File: config.mk
export PLATFORM = sky130hd
export DESIGN_NAME = uart_tx_sequencer
export DESIGN_NICKNAME = d
export VERILOG_FILES = /design/src/rtl/uart_tx_sequencer_pkg.sv /design/src/rtl/uart_tx_sequencer_sync_fifo.sv /design/src/rtl/uart_tx_sequencer.sv
export SDC_FILE = /design/constraint.sdc
export NUM_CORES = 1
export LEC_CHECK = 0
export CAP_MARGIN = 10
export CORE_ASPECT_RATIO = 0.75
export CORE_MARGIN = 4
export CORE_UTILIZATION = 40
export CTS_CLUSTER_DIAMETER = 80
export CTS_CLUSTER_SIZE = 14
export DETAILED_ROUTE_END_ITERATION = 10
export PLACE_DENSITY = 0.67
export SYNTH_ARGS = -nofsm -noshare
export SYNTH_HDL_FRONTEND = slang
export SYNTH_SLANG_ARGS = --single-unit
File: constraint.sdc
create_clock -name clk -period 4.1 [get_ports clk]
set_input_delay 0.82 -clock clk [delete_from_list [all_inputs] [get_ports clk]]
set_output_delay 0.82 -clock clk [all_outputs]
set_load 0.1 [all_outputs]
File: src/rtl/uart_tx_sequencer_pkg.sv
// Shared constants and types for the console UART transmit sequencer.
// Holds the UART register map, AXI response codes and the sequencer state encoding.
package uart_tx_sequencer_pkg;

    localparam logic [31:0] UART_THR_ADDR   = 32'h0000_0004;
    localparam logic [31:0] UART_STAT_ADDR  = 32'h0000_0014;
    localparam int unsigned UART_TX_RDY_BIT = 2;

    localparam logic [1:0] AXI_RESP_OKAY   = 2'b00;
    localparam logic [1:0] AXI_RESP_EXOKAY = 2'b01;
    localparam logic [1:0] AXI_RESP_SLVERR = 2'b10;
    localparam logic [1:0] AXI_RESP_DECERR = 2'b11;

    typedef enum logic [2:0] {
        StIdle,
        StPollAr,
        StPollR,
        StGap,
        StWr,
        StResp
    } seq_state_e;

endpackage

File: src/rtl/uart_tx_sequencer_sync_fifo.sv
// Synchronous FIFO with extra-MSB pointers for full/empty detection.
// The head entry is presented combinationally and is only consumed on pop.
module sync_fifo #(
    parameter int unsigned DEPTH = 8,
    parameter int unsigned WIDTH = 8
) (
    input  logic             clk,
    input  logic             rst,
    input  logic             push,
    input  logic [WIDTH-1:0] push_data,
    input  logic             pop,
    output logic             full,
    output logic             empty,
    output logic [WIDTH-1:0] head
);

    localparam int unsigned AW = $clog2(DEPTH);

    logic [AW:0]      wr_ptr_q;
    logic [AW:0]      rd_ptr_q;
    logic [WIDTH-1:0] mem_q [DEPTH];
    logic             do_push;
    logic             do_pop;

    assign empty   = (wr_ptr_q == rd_ptr_q);
    assign full    = (wr_ptr_q[AW] != rd_ptr_q[AW]) && (wr_ptr_q[AW-1:0] == rd_ptr_q[AW-1:0]);
    assign do_push = push && !full;
    assign do_pop  = pop && !empty;
    assign head    = mem_q[rd_ptr_q[AW-1:0]];

    always_ff @(posedge clk) begin
        if (rst) begin
            wr_ptr_q <= '0;
            rd_ptr_q <= '0;
        end else begin
            if (do_push) wr_ptr_q <= wr_ptr_q + (AW+1)'(1);
            if (do_pop)  rd_ptr_q <= rd_ptr_q + (AW+1)'(1);
        end
    end

    always_ff @(posedge clk) begin
        if (do_push) mem_q[wr_ptr_q[AW-1:0]] <= push_data;
    end

endmodule

File: src/rtl/uart_tx_sequencer.sv
// AXI-Lite master sharing the console UART between two byte requesters.
// Round-robin arbiter feeds a FIFO; an FSM writes each byte to THR, optionally polling TX-ready.
module uart_tx_sequencer
    import uart_tx_sequencer_pkg::*;
#(
    parameter int unsigned DEPTH      = 8,
    parameter logic [31:0] THR_ADDR   = UART_THR_ADDR,
    parameter logic [31:0] STAT_ADDR  = UART_STAT_ADDR,
    parameter int unsigned TX_RDY_BIT = UART_TX_RDY_BIT,
    parameter bit          POLL_EN    = 1'b1,
    parameter int unsigned POLL_GAP   = 4
) (
    input  logic        clk,
    input  logic        rst,
    input  logic        req0_valid,
    input  logic [7:0]  req0_data,
    output logic        req0_ready,
    input  logic        req1_valid,
    input  logic [7:0]  req1_data,
    output logic        req1_ready,
    output logic        aw_valid,
    input  logic        aw_ready,
    output logic [31:0] aw_addr,
    output logic [2:0]  aw_prot,
    output logic        w_valid,
    input  logic        w_ready,
    output logic [31:0] w_data,
    output logic [3:0]  w_strb,
    input  logic        b_valid,
    output logic        b_ready,
    input  logic [1:0]  b_resp,
    output logic        ar_valid,
    input  logic        ar_ready,
    output logic [31:0] ar_addr,
    output logic [2:0]  ar_prot,
    input  logic        r_valid,
    output logic        r_ready,
    input  logic [31:0] r_data,
    input  logic [1:0]  r_resp,
    output logic        busy,
    output logic [15:0] bytes_sent,
    output logic        bresp_err
);

    localparam logic [15:0] GapLast = 16'(POLL_GAP - 1);

    seq_state_e  state_q;
    logic        rr_q;
    logic        aw_done_q;
    logic        w_done_q;
    logic [15:0] gap_cnt_q;

    logic        fifo_full;
    logic        fifo_empty;
    logic [7:0]  fifo_head;
    logic        fifo_push;
    logic        fifo_pop;
    logic [7:0]  push_data;
    logic        grant0;
    logic        grant1;
    logic        aw_fire;
    logic        w_fire;
    logic        aw_fin;
    logic        w_fin;
    logic        tx_ready;
    logic        unused_r_data;

    // rr_q == 0 favours requester 0 when both are valid.
    assign grant0     = req0_valid && (!req1_valid || !rr_q);
    assign grant1     = req1_valid && (!req0_valid || rr_q);
    assign req0_ready = grant0 && !fifo_full;
    assign req1_ready = grant1 && !fifo_full;
    assign fifo_push  = req0_ready || req1_ready;
    assign push_data  = req0_ready ? req0_data : req1_data;

    always_ff @(posedge clk) begin
        if (rst) begin
            rr_q <= 1'b0;
        end else if (req0_valid && req1_valid && !fifo_full) begin
            rr_q <= !rr_q;
        end
    end

    // Head is popped only once the write response arrives, so no byte is lost on a slow UART.
    assign fifo_pop = (state_q == StResp) && b_valid;

    sync_fifo #(
        .DEPTH (DEPTH),
        .WIDTH (8)
    ) u_fifo (
        .clk       (clk),
        .rst       (rst),
        .push      (fifo_push),
        .push_data (push_data),
        .pop       (fifo_pop),
        .full      (fifo_full),
        .empty     (fifo_empty),
        .head      (fifo_head)
    );

    assign aw_addr = THR_ADDR;
    assign aw_prot = 3'b000;
    assign w_data  = {24'h0, fifo_head};
    assign w_strb  = 4'b0001;
    assign ar_addr = STAT_ADDR;
    assign ar_prot = 3'b000;
    assign busy    = !fifo_empty || (state_q != StIdle);

    assign aw_fire  = aw_valid && aw_ready;
    assign w_fire   = w_valid && w_ready;
    assign aw_fin   = aw_done_q || aw_fire;
    assign w_fin    = w_done_q || w_fire;
    // An errored status read is treated as "not ready" and retried after the gap.
    assign tx_ready = r_data[TX_RDY_BIT] && (r_resp == AXI_RESP_OKAY);
    assign unused_r_data = ^r_data;

    always_ff @(posedge clk) begin
        if (rst) begin
            state_q    <= StIdle;
            aw_valid   <= 1'b0;
            w_valid    <= 1'b0;
            b_ready    <= 1'b0;
            ar_valid   <= 1'b0;
            r_ready    <= 1'b0;
            aw_done_q  <= 1'b0;
            w_done_q   <= 1'b0;
            gap_cnt_q  <= '0;
            bytes_sent <= '0;
            bresp_err  <= 1'b0;
        end else begin
            case (state_q)
                StIdle: begin
                    if (!fifo_empty) begin
                        if (POLL_EN) begin
                            state_q  <= StPollAr;
                            ar_valid <= 1'b1;
                        end else begin
                            state_q  <= StWr;
                            aw_valid <= 1'b1;
                            w_valid  <= 1'b1;
                        end
                    end
                end
                StPollAr: begin
                    if (ar_ready) begin
                        ar_valid <= 1'b0;
                        r_ready  <= 1'b1;
                        state_q  <= StPollR;
                    end
                end
                StPollR: begin
                    if (r_valid) begin
                        r_ready <= 1'b0;
                        if (tx_ready) begin
                            state_q  <= StWr;
                            aw_valid <= 1'b1;
                            w_valid  <= 1'b1;
                        end else begin
                            state_q   <= StGap;
                            gap_cnt_q <= '0;
                        end
                    end
                end
                StGap: begin
                    if (gap_cnt_q == GapLast) begin
                        state_q  <= StPollAr;
                        ar_valid <= 1'b1;
                    end else begin
                        gap_cnt_q <= gap_cnt_q + 16'd1;
                    end
                end
                StWr: begin
                    if (aw_fire) begin
                        aw_valid  <= 1'b0;
                        aw_done_q <= 1'b1;
                    end
                    if (w_fire) begin
                        w_valid  <= 1'b0;
                        w_done_q <= 1'b1;
                    end
                    if (aw_fin && w_fin) begin
                        aw_done_q <= 1'b0;
                        w_done_q  <= 1'b0;
                        b_ready   <= 1'b1;
                        state_q   <= StResp;
                    end
                end
                StResp: begin
                    if (b_valid) begin
                        b_ready    <= 1'b0;
                        bytes_sent <= bytes_sent + 16'd1;
                        if (b_resp != AXI_RESP_OKAY) bresp_err <= 1'b1;
                        state_q    <= StIdle;
                    end
                end
                default: state_q <= StIdle;
            endcase
        end
    end

endmodule
==> impl_metrics.ini <==
[status]
status = complete, no violations

[cells_and_area]
fin_util_pct = 47.99
area_growth_syn_to_layout_pct = 16.77
finalNetCount = 663
antenna_cells = 0
design_area_mm2 = 0.007005
fill_cells = 1318
drive_above_1_share_pct = 15.55

[grt]
grt_pass1_vias = 3799
antenna_found_initial = 0
track_usage_pct = 14.64
grt_use_met3_pct = 3.364
grt_max_degree = 54
gr-total-overflow = 0
grt_pass1_wl_um = 19690
grtUsageMet2_pct = 22.59
grt_use_met1_pct = 20.28
grt_busiest_layer = met2

[synthesis]
ys_top_cells_by_count = buf_4, edfxtp_1, dfxtp_1
synth_area_mm2 = 0.006000
yosysTopAreaCell = edfxtp_1
async_flop_share_pct = 0
netlist_instances = 535
synth_flop_cell = edfxtp_1
avgSynthCellArea_um2 = 11.21
synth_area_leaders = edfxtp_1, dfxtp_1, buf_4
ys_seq_elements = 119
ys_seq_area_share_pct = 50.39
synth-edff-count = 64
yosysMostFrequentCell = buf_4
synth_cell_types = 54
yosys_warnings = 0
yosysTopAreaCellShare_pct = 32.03

[power_and_ir_drop]
p_total_mw = 3.630
swShare_pct = 35.10
peakVddDrop_v = 0.0002880
p_clk_share_pct = 41.6
power_switching_mw = 1.274
pwr-share-seq_pct = 37.1
total_leakage_power_nw = 2.531
power_density_mw_per_mm2 = 518.1
cellInternalPower_mw = 2.356
combPwrFrac_pct = 21.3

[sta]
clock.fmax_mhz = 329.4
hold_viol = 0
rsz0062_at_grt = false
relSlewSlack_pct = 33.49
worst_slew_pin_slew_ns = 0.9945
holdWs_ns = 0.4544
finalWorstPathRequiredPeriod_ns = 3.036
fin_crit_sh_pct = 74.05
setup-tns-final_ns = 0
maxSlewViolCount = 0
skew_ns = 0.007416
setup_violations = 0

[worst_setup_path]
required_ns = 3.28
cp_max_fo = 11
crit_type = register to primary output
cp-end-kind = primary output
start_kind = register
cp.arrival_ns = 2.22

[die]
num_rows = 38
die_h_um = 114.1
start_util_pct = 41.10
ioPinCount = 192
die_w_um = 149.4
core_mm2 = 0.01460
dieArea_mm2 = 0.01704

[drt]
first_iter_violations = 307
wl_per_cell_um = 15.16
drc = 0
num_vias = 3924
wirelength_um = 12300
antenna_left = 0
viasPerCell = 4.838
drtPass1Iterations = 5

[clock_network]
post_cts_resized = 0
post-cts-setup-buffer-count = 0
cts_hold_buffers = 0
cts_tree = built
worst_skew_pair.late_latency_ns = 0.41
htree_levels = 4
clk_pin_slew_ns = 0.06
clockRootBuffer = clkbuf_16
cts_sinks = 119
cts_buffers = 17
clk_path_buf_depth = 2

[placement]
io_buffers = 62
dpl.hpwl_um = 8438
dpl_cell_area_mm2 = 0.006396
gp_congestion = 0.8438

[run]
cap_violations = 0

[hold_path]
hold_class = register to register
==> power by group through the flow <==
stage               registers [mW]  logic, mW  clock network [mW]
finish                        1.35      0.774                1.51
global route                  1.35      0.806                1.61
CTS                           1.35      0.774                1.54
detailed placement            1.37      0.773                   0
global placement              1.37      0.766                   0
floorplan                     1.38      0.734                   0
==> cells by family (layout without fill, tap and decap cells) <==
| logic type | after synthesis | in the layout | share of synthesized area (%) |
|---|---|---|---|
| adders and majority gates | 4 | 4 | 0.8342 |
| xor gates and xnor gates | 26 | 26 | 3.796 |
| muxes | 35 | 35 | 9.510 |
| buffers and inverters | 126 | 106 | 14.64 |
| and+or+nand+nor | 167 | 167 | 14.64 |
| DFF | 119 | 119 | 50.39 |
| AOI/OAI and AO/OA | 56 | 56 | 6.069 |
| other | 2 | 98 | 0.1252 |
==> worst paths after layout <==
path | from | end | slack, ns | depth (start not counted)
hold / removal | bresp_err | bresp_err | 0.45 | 2
setup reg to reg | u_fifo.wr_ptr_q[0] | u_fifo.mem_q[0][4] | 1.76 | 4
setup / recovery | u_fifo.wr_ptr_q[1] | req0_ready | 1.06 | 5
hold reg to reg | bresp_err | bresp_err | 0.45 | 2
==> worst max-delay path, stage by stage (launching register included) <==
cell and delay, ns:
dfxtp_1 0.56, xnor2_1 0.26, nand4_1 0.30, nand3_2 0.37, inv_1 0.08, buf_4 0.24
==> placed cells by master, fill, tap and decap left out, types with 17 or more instances in the layout <==
cell / count
a21oi_1: 23
conb_1: 98
nor2_1: 51
clkbuf_16: 17
nand2_1: 33
dfxtp_1: 55
clkdlybuf4s50_1: 50
edfxtp_1: 64
buf_4: 18
==> flip-flops by register name, summed over array words and instances (netlist names), 3 cells and up, named ones only <==
register	cells
u_fifo.mem_q	64
bytes_sent	16
gap_cnt_q	16
u_fifo.rd_ptr_q	4
u_fifo.wr_ptr_q	4
state_q	3
==> metal layers <==
metal / vias up / share of wire, %
li1: 1857 / -
met1: 1913 / 45
met2: 142 / 47
met3: 12 / 6.6
met4: 0 / 1.1
met5: - / 0
==> cell type report <==
type	instances	area (um^2)	area share [%]
multi-input cells	386	2464	35.17
clock inverters	15	183.9	2.625
clock buffers	17	425.4	6.073
well taps	200	250.2	3.572
flip-flops and latches	119	3023	43.15
repair buffers	69	640.6	9.144
inverters	5	18.77	0.2679
==> per-stage QoR <==
step | worst slack, ns | cells
2_1_floorplan | 0.9379 | 631
3_3_place_gp | 1.081 | 779
4_1_cts | 1.042 | 811
5_1_grt | 0.8938 | 811
6_report | 1.064 | 811
3_5_place_dp | 1.060 | 779
Power figures use the tool's default switching activity.
